<file path="src/rtl/gshare_bp_pkg.sv">
// gshare_bp_pkg: shared widths, counter/history types and the saturating counter step.
package gshare_bp_pkg;
  localparam int INSTR_MEM_IDX_W = 10;
  localparam int PHT_IDX_W = 6;
  localparam int BP_GHR_W = 4;
  localparam int BP_CTR_W = 2;
  localparam int BP_CNT_W = 16;
  typedef logic [BP_CTR_W-1:0] bp_ctr_t;
  typedef logic [BP_GHR_W-1:0] bp_ghr_t;
  // Width-generic so non-default counter widths reuse it; callers truncate to their width.
  function automatic logic [31:0] bp_ctr_next(input logic [31:0] ctr, input logic taken,
                                              input int unsigned w = BP_CTR_W);
    logic [31:0] top;
    top = (w >= 32) ? '1 : (32'd1 << w) - 32'd1;
    return taken ? ((ctr >= top) ? top : ctr + 32'd1) : ((ctr == '0) ? '0 : ctr - 32'd1);
  endfunction
endpackage

</file>
<file path="src/rtl/gshare_bp_if.sv">
// gshare_bp_if: fetch-side prediction, resolve-side training and perf outputs of the predictor.
interface gshare_bp_if
  import gshare_bp_pkg::*;
#(
  parameter int PC_W  = INSTR_MEM_IDX_W,
  parameter int GHR_W = BP_GHR_W,
  parameter int CNT_W = BP_CNT_W
);
  logic             fetch_valid;
  logic             fetch_is_br;
  logic [PC_W-1:0]  fetch_pc;
  logic             pred_taken;
  logic [GHR_W-1:0] pred_ghr;
  logic             upd_valid;
  logic [PC_W-1:0]  upd_pc;
  logic [GHR_W-1:0] upd_ghr;
  logic             upd_taken;
  logic             upd_mispred;
  logic [CNT_W-1:0] perf_pred;
  logic [CNT_W-1:0] perf_misp;
  modport master (
    output fetch_valid, fetch_is_br, fetch_pc, upd_valid, upd_pc, upd_ghr, upd_taken, upd_mispred,
    input  pred_taken, pred_ghr, perf_pred, perf_misp
  );
  modport slave (
    input  fetch_valid, fetch_is_br, fetch_pc, upd_valid, upd_pc, upd_ghr, upd_taken, upd_mispred,
    output pred_taken, pred_ghr, perf_pred, perf_misp
  );
endinterface

</file>
<file path="src/rtl/gshare_bp_ghr.sv">
// bp_ghr: speculative global history with mispredict repair; repair wins over a same-cycle shift.
module bp_ghr
  import gshare_bp_pkg::*;
#(
  parameter int GHR_W = BP_GHR_W
) (
  input  logic             clk,
  input  logic             rst,
  input  logic             spec_en,
  input  logic             spec_bit,
  input  logic             fix_en,
  input  logic [GHR_W-1:0] fix_ghr,
  input  logic             fix_bit,
  output logic [GHR_W-1:0] ghr
);
  logic [GHR_W-1:0] ghr_q, ghr_d, spec_nxt, fix_nxt;
  logic unused_fix;
  assign unused_fix = ^fix_ghr;
  if (GHR_W == 1) begin : g_one
    assign spec_nxt = spec_bit;
    assign fix_nxt  = fix_bit;
  end else begin : g_shift
    assign spec_nxt = {ghr_q[GHR_W-2:0], spec_bit};
    assign fix_nxt  = {fix_ghr[GHR_W-2:0], fix_bit};
  end
  always_comb ghr_d = fix_en ? fix_nxt : spec_en ? spec_nxt : ghr_q;
  always_ff @(posedge clk or posedge rst)
    if (rst) ghr_q <= '0;
    else ghr_q <= ghr_d;
  assign ghr = ghr_q;
endmodule

</file>
<file path="src/rtl/gshare_bp.sv">
// gshare_bp: gshare/bimodal direction predictor with zero-latency lookup, resolve-time training and perf counters.
module gshare_bp
  import gshare_bp_pkg::*;
#(
  parameter int PC_W   = INSTR_MEM_IDX_W,
  parameter int IDX_W  = PHT_IDX_W,
  parameter int GHR_W  = BP_GHR_W,
  parameter int CTR_W  = BP_CTR_W,
  parameter int GSHARE = 1,
  parameter int CNT_W  = BP_CNT_W
) (
  input logic        clk,
  input logic        rst,
  gshare_bp_if.slave bp
);
  localparam int DEPTH = 1 << IDX_W;
  localparam logic [CTR_W-1:0] CTR_INIT = {1'b0, {(CTR_W-1){1'b1}}};
  logic [CTR_W-1:0] pht_q [DEPTH];
  logic [CTR_W-1:0] pht_d [DEPTH];
  logic [CNT_W-1:0] perf_pred_q, perf_pred_d, perf_misp_q, perf_misp_d;
  logic [GHR_W-1:0] ghr;
  logic [IDX_W-1:0] fetch_idx, upd_idx;
  logic pred_taken, pred_ev, misp_ev;
  logic unused_pc;
  function automatic logic [IDX_W-1:0] hash(input logic [PC_W-1:0] pc, input logic [GHR_W-1:0] g);
    return pc[IDX_W-1:0] ^ ((GSHARE != 0) ? IDX_W'(g) : '0);
  endfunction
  assign unused_pc  = ^{bp.fetch_pc, bp.upd_pc};
  assign fetch_idx  = hash(bp.fetch_pc, ghr);
  assign upd_idx    = hash(bp.upd_pc, bp.upd_ghr);
  // Lookup reads the registered table, so a same-cycle train on this entry is seen next cycle.
  assign pred_taken = pht_q[fetch_idx][CTR_W-1];
  assign pred_ev    = bp.fetch_valid & bp.fetch_is_br;
  assign misp_ev    = bp.upd_valid & bp.upd_mispred;
  always_comb begin
    pht_d = pht_q;
    if (bp.upd_valid) pht_d[upd_idx] = CTR_W'(bp_ctr_next(32'(pht_q[upd_idx]), bp.upd_taken, CTR_W));
    perf_pred_d = (pred_ev && !(&perf_pred_q)) ? perf_pred_q + 1'b1 : perf_pred_q;
    perf_misp_d = (misp_ev && !(&perf_misp_q)) ? perf_misp_q + 1'b1 : perf_misp_q;
  end
  always_ff @(posedge clk or posedge rst)
    if (rst) begin
      for (int i = 0; i < DEPTH; i++) pht_q[i] <= CTR_INIT;
      perf_pred_q <= '0;
      perf_misp_q <= '0;
    end else begin
      pht_q       <= pht_d;
      perf_pred_q <= perf_pred_d;
      perf_misp_q <= perf_misp_d;
    end
  bp_ghr #(.GHR_W(GHR_W)) u_ghr (
    .clk     (clk),
    .rst     (rst),
    .spec_en (pred_ev),
    .spec_bit(pred_taken),
    .fix_en  (misp_ev),
    .fix_ghr (bp.upd_ghr),
    .fix_bit (bp.upd_taken),
    .ghr     (ghr)
  );
  assign bp.pred_taken = pred_taken;
  assign bp.pred_ghr   = ghr;
  assign bp.perf_pred  = perf_pred_q;
  assign bp.perf_misp  = perf_misp_q;
endmodule

</file>
<file path="src/flat_wrapper.sv">
// flat-port wrapper written by rule: the top's interface ports become plain ports
module gshare_bp_flat import gshare_bp_pkg::*;
#(
  parameter int PC_W   = INSTR_MEM_IDX_W,
  parameter int IDX_W  = PHT_IDX_W,
  parameter int GHR_W  = BP_GHR_W,
  parameter int CTR_W  = BP_CTR_W,
  parameter int GSHARE = 1,
  parameter int CNT_W  = BP_CNT_W
)
  (clk, rst, bp_fetch_valid, bp_fetch_is_br, bp_fetch_pc, bp_upd_valid, bp_upd_pc, bp_upd_ghr, bp_upd_taken, bp_upd_mispred, bp_pred_taken, bp_pred_ghr, bp_perf_pred, bp_perf_misp);
  gshare_bp_if #(.PC_W(PC_W), .GHR_W(GHR_W), .CNT_W(CNT_W)) bp_i ();
  input logic clk;
  input logic rst;
  input wire logic [$bits(bp_i.fetch_valid)-1:0] bp_fetch_valid;
  input wire logic [$bits(bp_i.fetch_is_br)-1:0] bp_fetch_is_br;
  input wire logic [$bits(bp_i.fetch_pc)-1:0] bp_fetch_pc;
  input wire logic [$bits(bp_i.upd_valid)-1:0] bp_upd_valid;
  input wire logic [$bits(bp_i.upd_pc)-1:0] bp_upd_pc;
  input wire logic [$bits(bp_i.upd_ghr)-1:0] bp_upd_ghr;
  input wire logic [$bits(bp_i.upd_taken)-1:0] bp_upd_taken;
  input wire logic [$bits(bp_i.upd_mispred)-1:0] bp_upd_mispred;
  output wire logic [$bits(bp_i.pred_taken)-1:0] bp_pred_taken;
  output wire logic [$bits(bp_i.pred_ghr)-1:0] bp_pred_ghr;
  output wire logic [$bits(bp_i.perf_pred)-1:0] bp_perf_pred;
  output wire logic [$bits(bp_i.perf_misp)-1:0] bp_perf_misp;
  assign bp_i.fetch_valid = bp_fetch_valid;
  assign bp_i.fetch_is_br = bp_fetch_is_br;
  assign bp_i.fetch_pc = bp_fetch_pc;
  assign bp_i.upd_valid = bp_upd_valid;
  assign bp_i.upd_pc = bp_upd_pc;
  assign bp_i.upd_ghr = bp_upd_ghr;
  assign bp_i.upd_taken = bp_upd_taken;
  assign bp_i.upd_mispred = bp_upd_mispred;
  assign bp_pred_taken = bp_i.pred_taken;
  assign bp_pred_ghr = bp_i.pred_ghr;
  assign bp_perf_pred = bp_i.perf_pred;
  assign bp_perf_misp = bp_i.perf_misp;
  gshare_bp #(.PC_W(PC_W), .IDX_W(IDX_W), .GHR_W(GHR_W), .CTR_W(CTR_W), .GSHARE(GSHARE), .CNT_W(CNT_W)) u_core (.clk(clk), .rst(rst), .bp(bp_i));
endmodule
</file>
<file path="config.mk">
export PLATFORM = sky130hd
export DESIGN_NAME = gshare_bp_flat
export DESIGN_NICKNAME = d
export VERILOG_FILES = /design/src/rtl/gshare_bp_pkg.sv /design/src/rtl/gshare_bp_if.sv /design/src/rtl/gshare_bp_ghr.sv /design/src/rtl/gshare_bp.sv /design/src/flat_wrapper.sv
export SDC_FILE = /design/constraint.sdc
export NUM_CORES = 1
export LEC_CHECK = 0
export CORE_ASPECT_RATIO = 0.6
export CORE_MARGIN = 4
export CORE_UTILIZATION = 50
export CTS_BUF_LIST = sky130_fd_sc_hd__clkbuf_8
export DETAILED_ROUTE_END_ITERATION = 8
export PLACE_DENSITY = 0.76
export SLEW_MARGIN = 40
export SYNTH_ARGS = -nofsm -noshare
export SYNTH_HDL_FRONTEND = slang
export SYNTH_SLANG_ARGS = --single-unit
export TNS_END_PERCENT = 50
</file>
<file path="constraint.sdc">
create_clock -name clk -period 7.3 [get_ports clk]
set_clock_uncertainty 0.05 [all_clocks]
set_input_delay 1.46 -clock clk [delete_from_list [all_inputs] [get_ports clk]]
set_output_delay 1.46 -clock clk [all_outputs]
set_load 0.005 [all_outputs]
</file>
==> flow_metrics.tcl <==
set metrics [dict create \
    peakVddDrop_mv 0.1893 \
    synth.most_common_cell "nand2_1" \
    io_pins 68 \
    path_clk_slew_ps 90 \
    regArea_um2 4184 \
    cp_slowest_cell "mux4_2" \
    syn2layout_area_growth_pct 16.31 \
    cts.sink_count 164 \
    hold_violations 0 \
    worst-endpoint-required_ps 5790 \
    dp_hpwl_um 16340 \
    postCtsResizedCells 0 \
    start_util_pct 51.10 \
    hold_buffers 0 \
    postRouteAntennaNets 0 \
    yosysSeqAreaShare_pct 50.50 \
    synth_cell_type_count 52 \
    yosysTopAreaCell "dfrtp_1" \
    num_vias 7084 \
    drv_cap 0 \
    critPathMaxFanout 16 \
    synth_commonest_cells "209 x nand2_1, 100 x dfrtp_1, 92 x o21ai_0, 64 x dfstp_2, 44 x a21oi_1" \
    start_kind "primary input" \
    clockBufferDepth 2 \
    worst_pin_slew_ps 862.7 \
    post_cts_buffers 0 \
    setup_viol 0 \
    timing.hold.ws_ps 416.7 \
    yosysWarningCount 0 \
    viasPerCell 6.258 \
    gr-total-overflow 0 \
    arrival_ps 4510 \
    rows 36 \
    power.density_nw_per_um2 301.0 \
    gp_congestion 0.9291 \
    drtIter0Drc 1072 \
    htreeDepth 4 \
    fill_cells 1353 \
    grt_pass1_wl_um 38450 \
    track_usage_pct 26.53 \
    multi_input_area_um2 3969 \
    fin_crit_sh_pct 82.45 \
    path_common_cell "mux4_2" \
    synthTopCellsByArea "dfrtp_1 30%, dfstp_2 20%, nand2_1 9.5%" \
    setup-tns-final_ps 0 \
    numCtsBuffers 17 \
    wirelength_um 24340 \
    synthDominantCellAreaShare_pct 30.20 \
    slew_viol_final 0 \
    drc 0 \
    p_leak_nw 3.802 \
    dr.pass1.iters 6 \
    fmax_mhz 166.1 \
    cts_tree "done" \
    crit_path_cell_trace "clkdlybuf4s50_1 > xor2_2 > buf_4 > mux4_2 > mux4_2 > mux4_2 > clkdlybuf4s50_1" \
    slowest_delay_ps 600 \
    drive_gt1_share_pct 17.88 \
    ys_seq_elements 164 \
    status "finished clean" \
    die_h_um 107.7 \
    worstSetupPathType "in -> out" \
    grt_antenna_before_repair 0 \
    end_kind "output port" \
    syn-cell-area_um2 8285 \
    grt_max_degree 111 \
    numPortBuffers 59 \
    diodes 0 \
    grt_pass1_vias 6665 \
    final_core_util_pct 59.43 \
    die_w_um 174.2 \
    syn_inst 853 \
    dieArea_um2 18760 \
    rsz0062_at_grt "false" \
    cts-root-buf "clkbuf_8" \
    synthesis.nets 886 \
    relSlewSlack_pct 42.29 \
    clk_latency_ps 460 \
    hp-class "reg -> reg" \
    synthArstFlopShare_pct 100.0 \
    wl_per_cell_um 21.50 \
    synth-edff-count 0 \
    period_needed_ps 6019 \
    synthFlopType "dfrtp_1" \
    avgSynthCellArea_um2 9.713 \
    nNetsFinal 943 \
    core_area_um2 16220 \
    power_w 0.002901 \
]
[worst paths after layout]
path,startpoint,end,slack [ps],cells after the start
worst max register to register,u_core.pht_q[105],u_core.pht_q[52],4250,7
worst min-delay path,u_core.pht_q[126],u_core.pht_q[126],420,2
min in group asynchronous,rst,u_core.bp.perf_pred[11],1350,2
worst max-delay path,bp_fetch_pc[0],bp_pred_taken,1280,7
worst min register to register,u_core.pht_q[126],u_core.pht_q[126],420,2
max in group asynchronous,rst,u_core.pht_q[33],4490,4
[cells in the final DEF, fill, tap and decap left out, types with 7 or more instances in the layout]
cell	count
xor2_1	9
o221ai_1	7
dfstp_2	64
nand4_1	8
clkbuf_8	19
mux2_2	7
mux2i_1	15
a31oi_1	37
and3_1	7
inv_1	9
nor3_1	7
xnor2_1	24
clkdlybuf4s50_1	59
nand2_1	209
o22ai_1	14
dfrtp_1	100
o21ai_1	11
nor2_1	40
a221oi_1	13
o21ai_0	92
nand3_1	18
mux4_2	22
buf_4	23
a21oi_1	44
[metrics by stage]
stage / setup slack (ps) / instance area (um2) / cells
after detailed placement: 1290 / 9194 / 1099
after CTS: 1285 / 9599 / 1131
after global routing: 1195 / 9637 / 1132
after global placement: 1307 / 9179 / 1099
after floorplan: 1463 / 8285 / 853
final: 1281 / 9637 / 1132
[area by class of cell]
class | instances | area share [%]
flip-flops and latches | 164 | 43.42
multi-input cells | 639 | 41.18
repair buffers | 83 | 8.206
clock buffers | 19 | 2.714
well taps | 209 | 2.714
clock inverters | 13 | 1.493
inverters | 5 | 0.2727
[per-layer routing]
layer,vias up,global-route usage (%),share of wire [%]
met5,-,0,0
met4,0,7.228,1.7
met3,50,9.653,12
met2,437,36.54,42
met1,3419,39.31,44
li1,3178,-,-
[sequential cells by signal (all words and copies together), names as in the netlist]
name,cells
u_core.bp.perf_pred,16
u_core.pht_q,128
u_core.bp.perf_misp,16
u_core.u_ghr.ghr,4
[cells by family (layout without fill, tap and decap cells)]
logic type / count (synthesis) / after routing / synth area share, %
AOI/OAI and AO/OA: 241 / 241 / 17.34
xor gates and xnor gates: 42 / 42 / 4.621
adders and majority gates: 3 / 3 / 0.4680
buffers and inverters: 50 / 120 / 2.733
DFF: 164 / 164 / 50.50
muxes: 44 / 44 / 8.744
and+or+nand+nor: 309 / 309 / 15.60
[power by group]
group	switching (W)	internal, W
combinational	0.000451	0.000385
clock	0.000335	0.000350
sequential	0.000196	0.00118
total	0.000982	0.00192
[critical path, delay by kind of cell]
| family | cells | cell delay (ps) |
|---|---|---|
| multiplexers | 3 | 1600 |
| buffers and inverters | 3 | 1310 |
| XOR/XNOR | 1 | 130 |
Power figures use the tool's default switching activity.
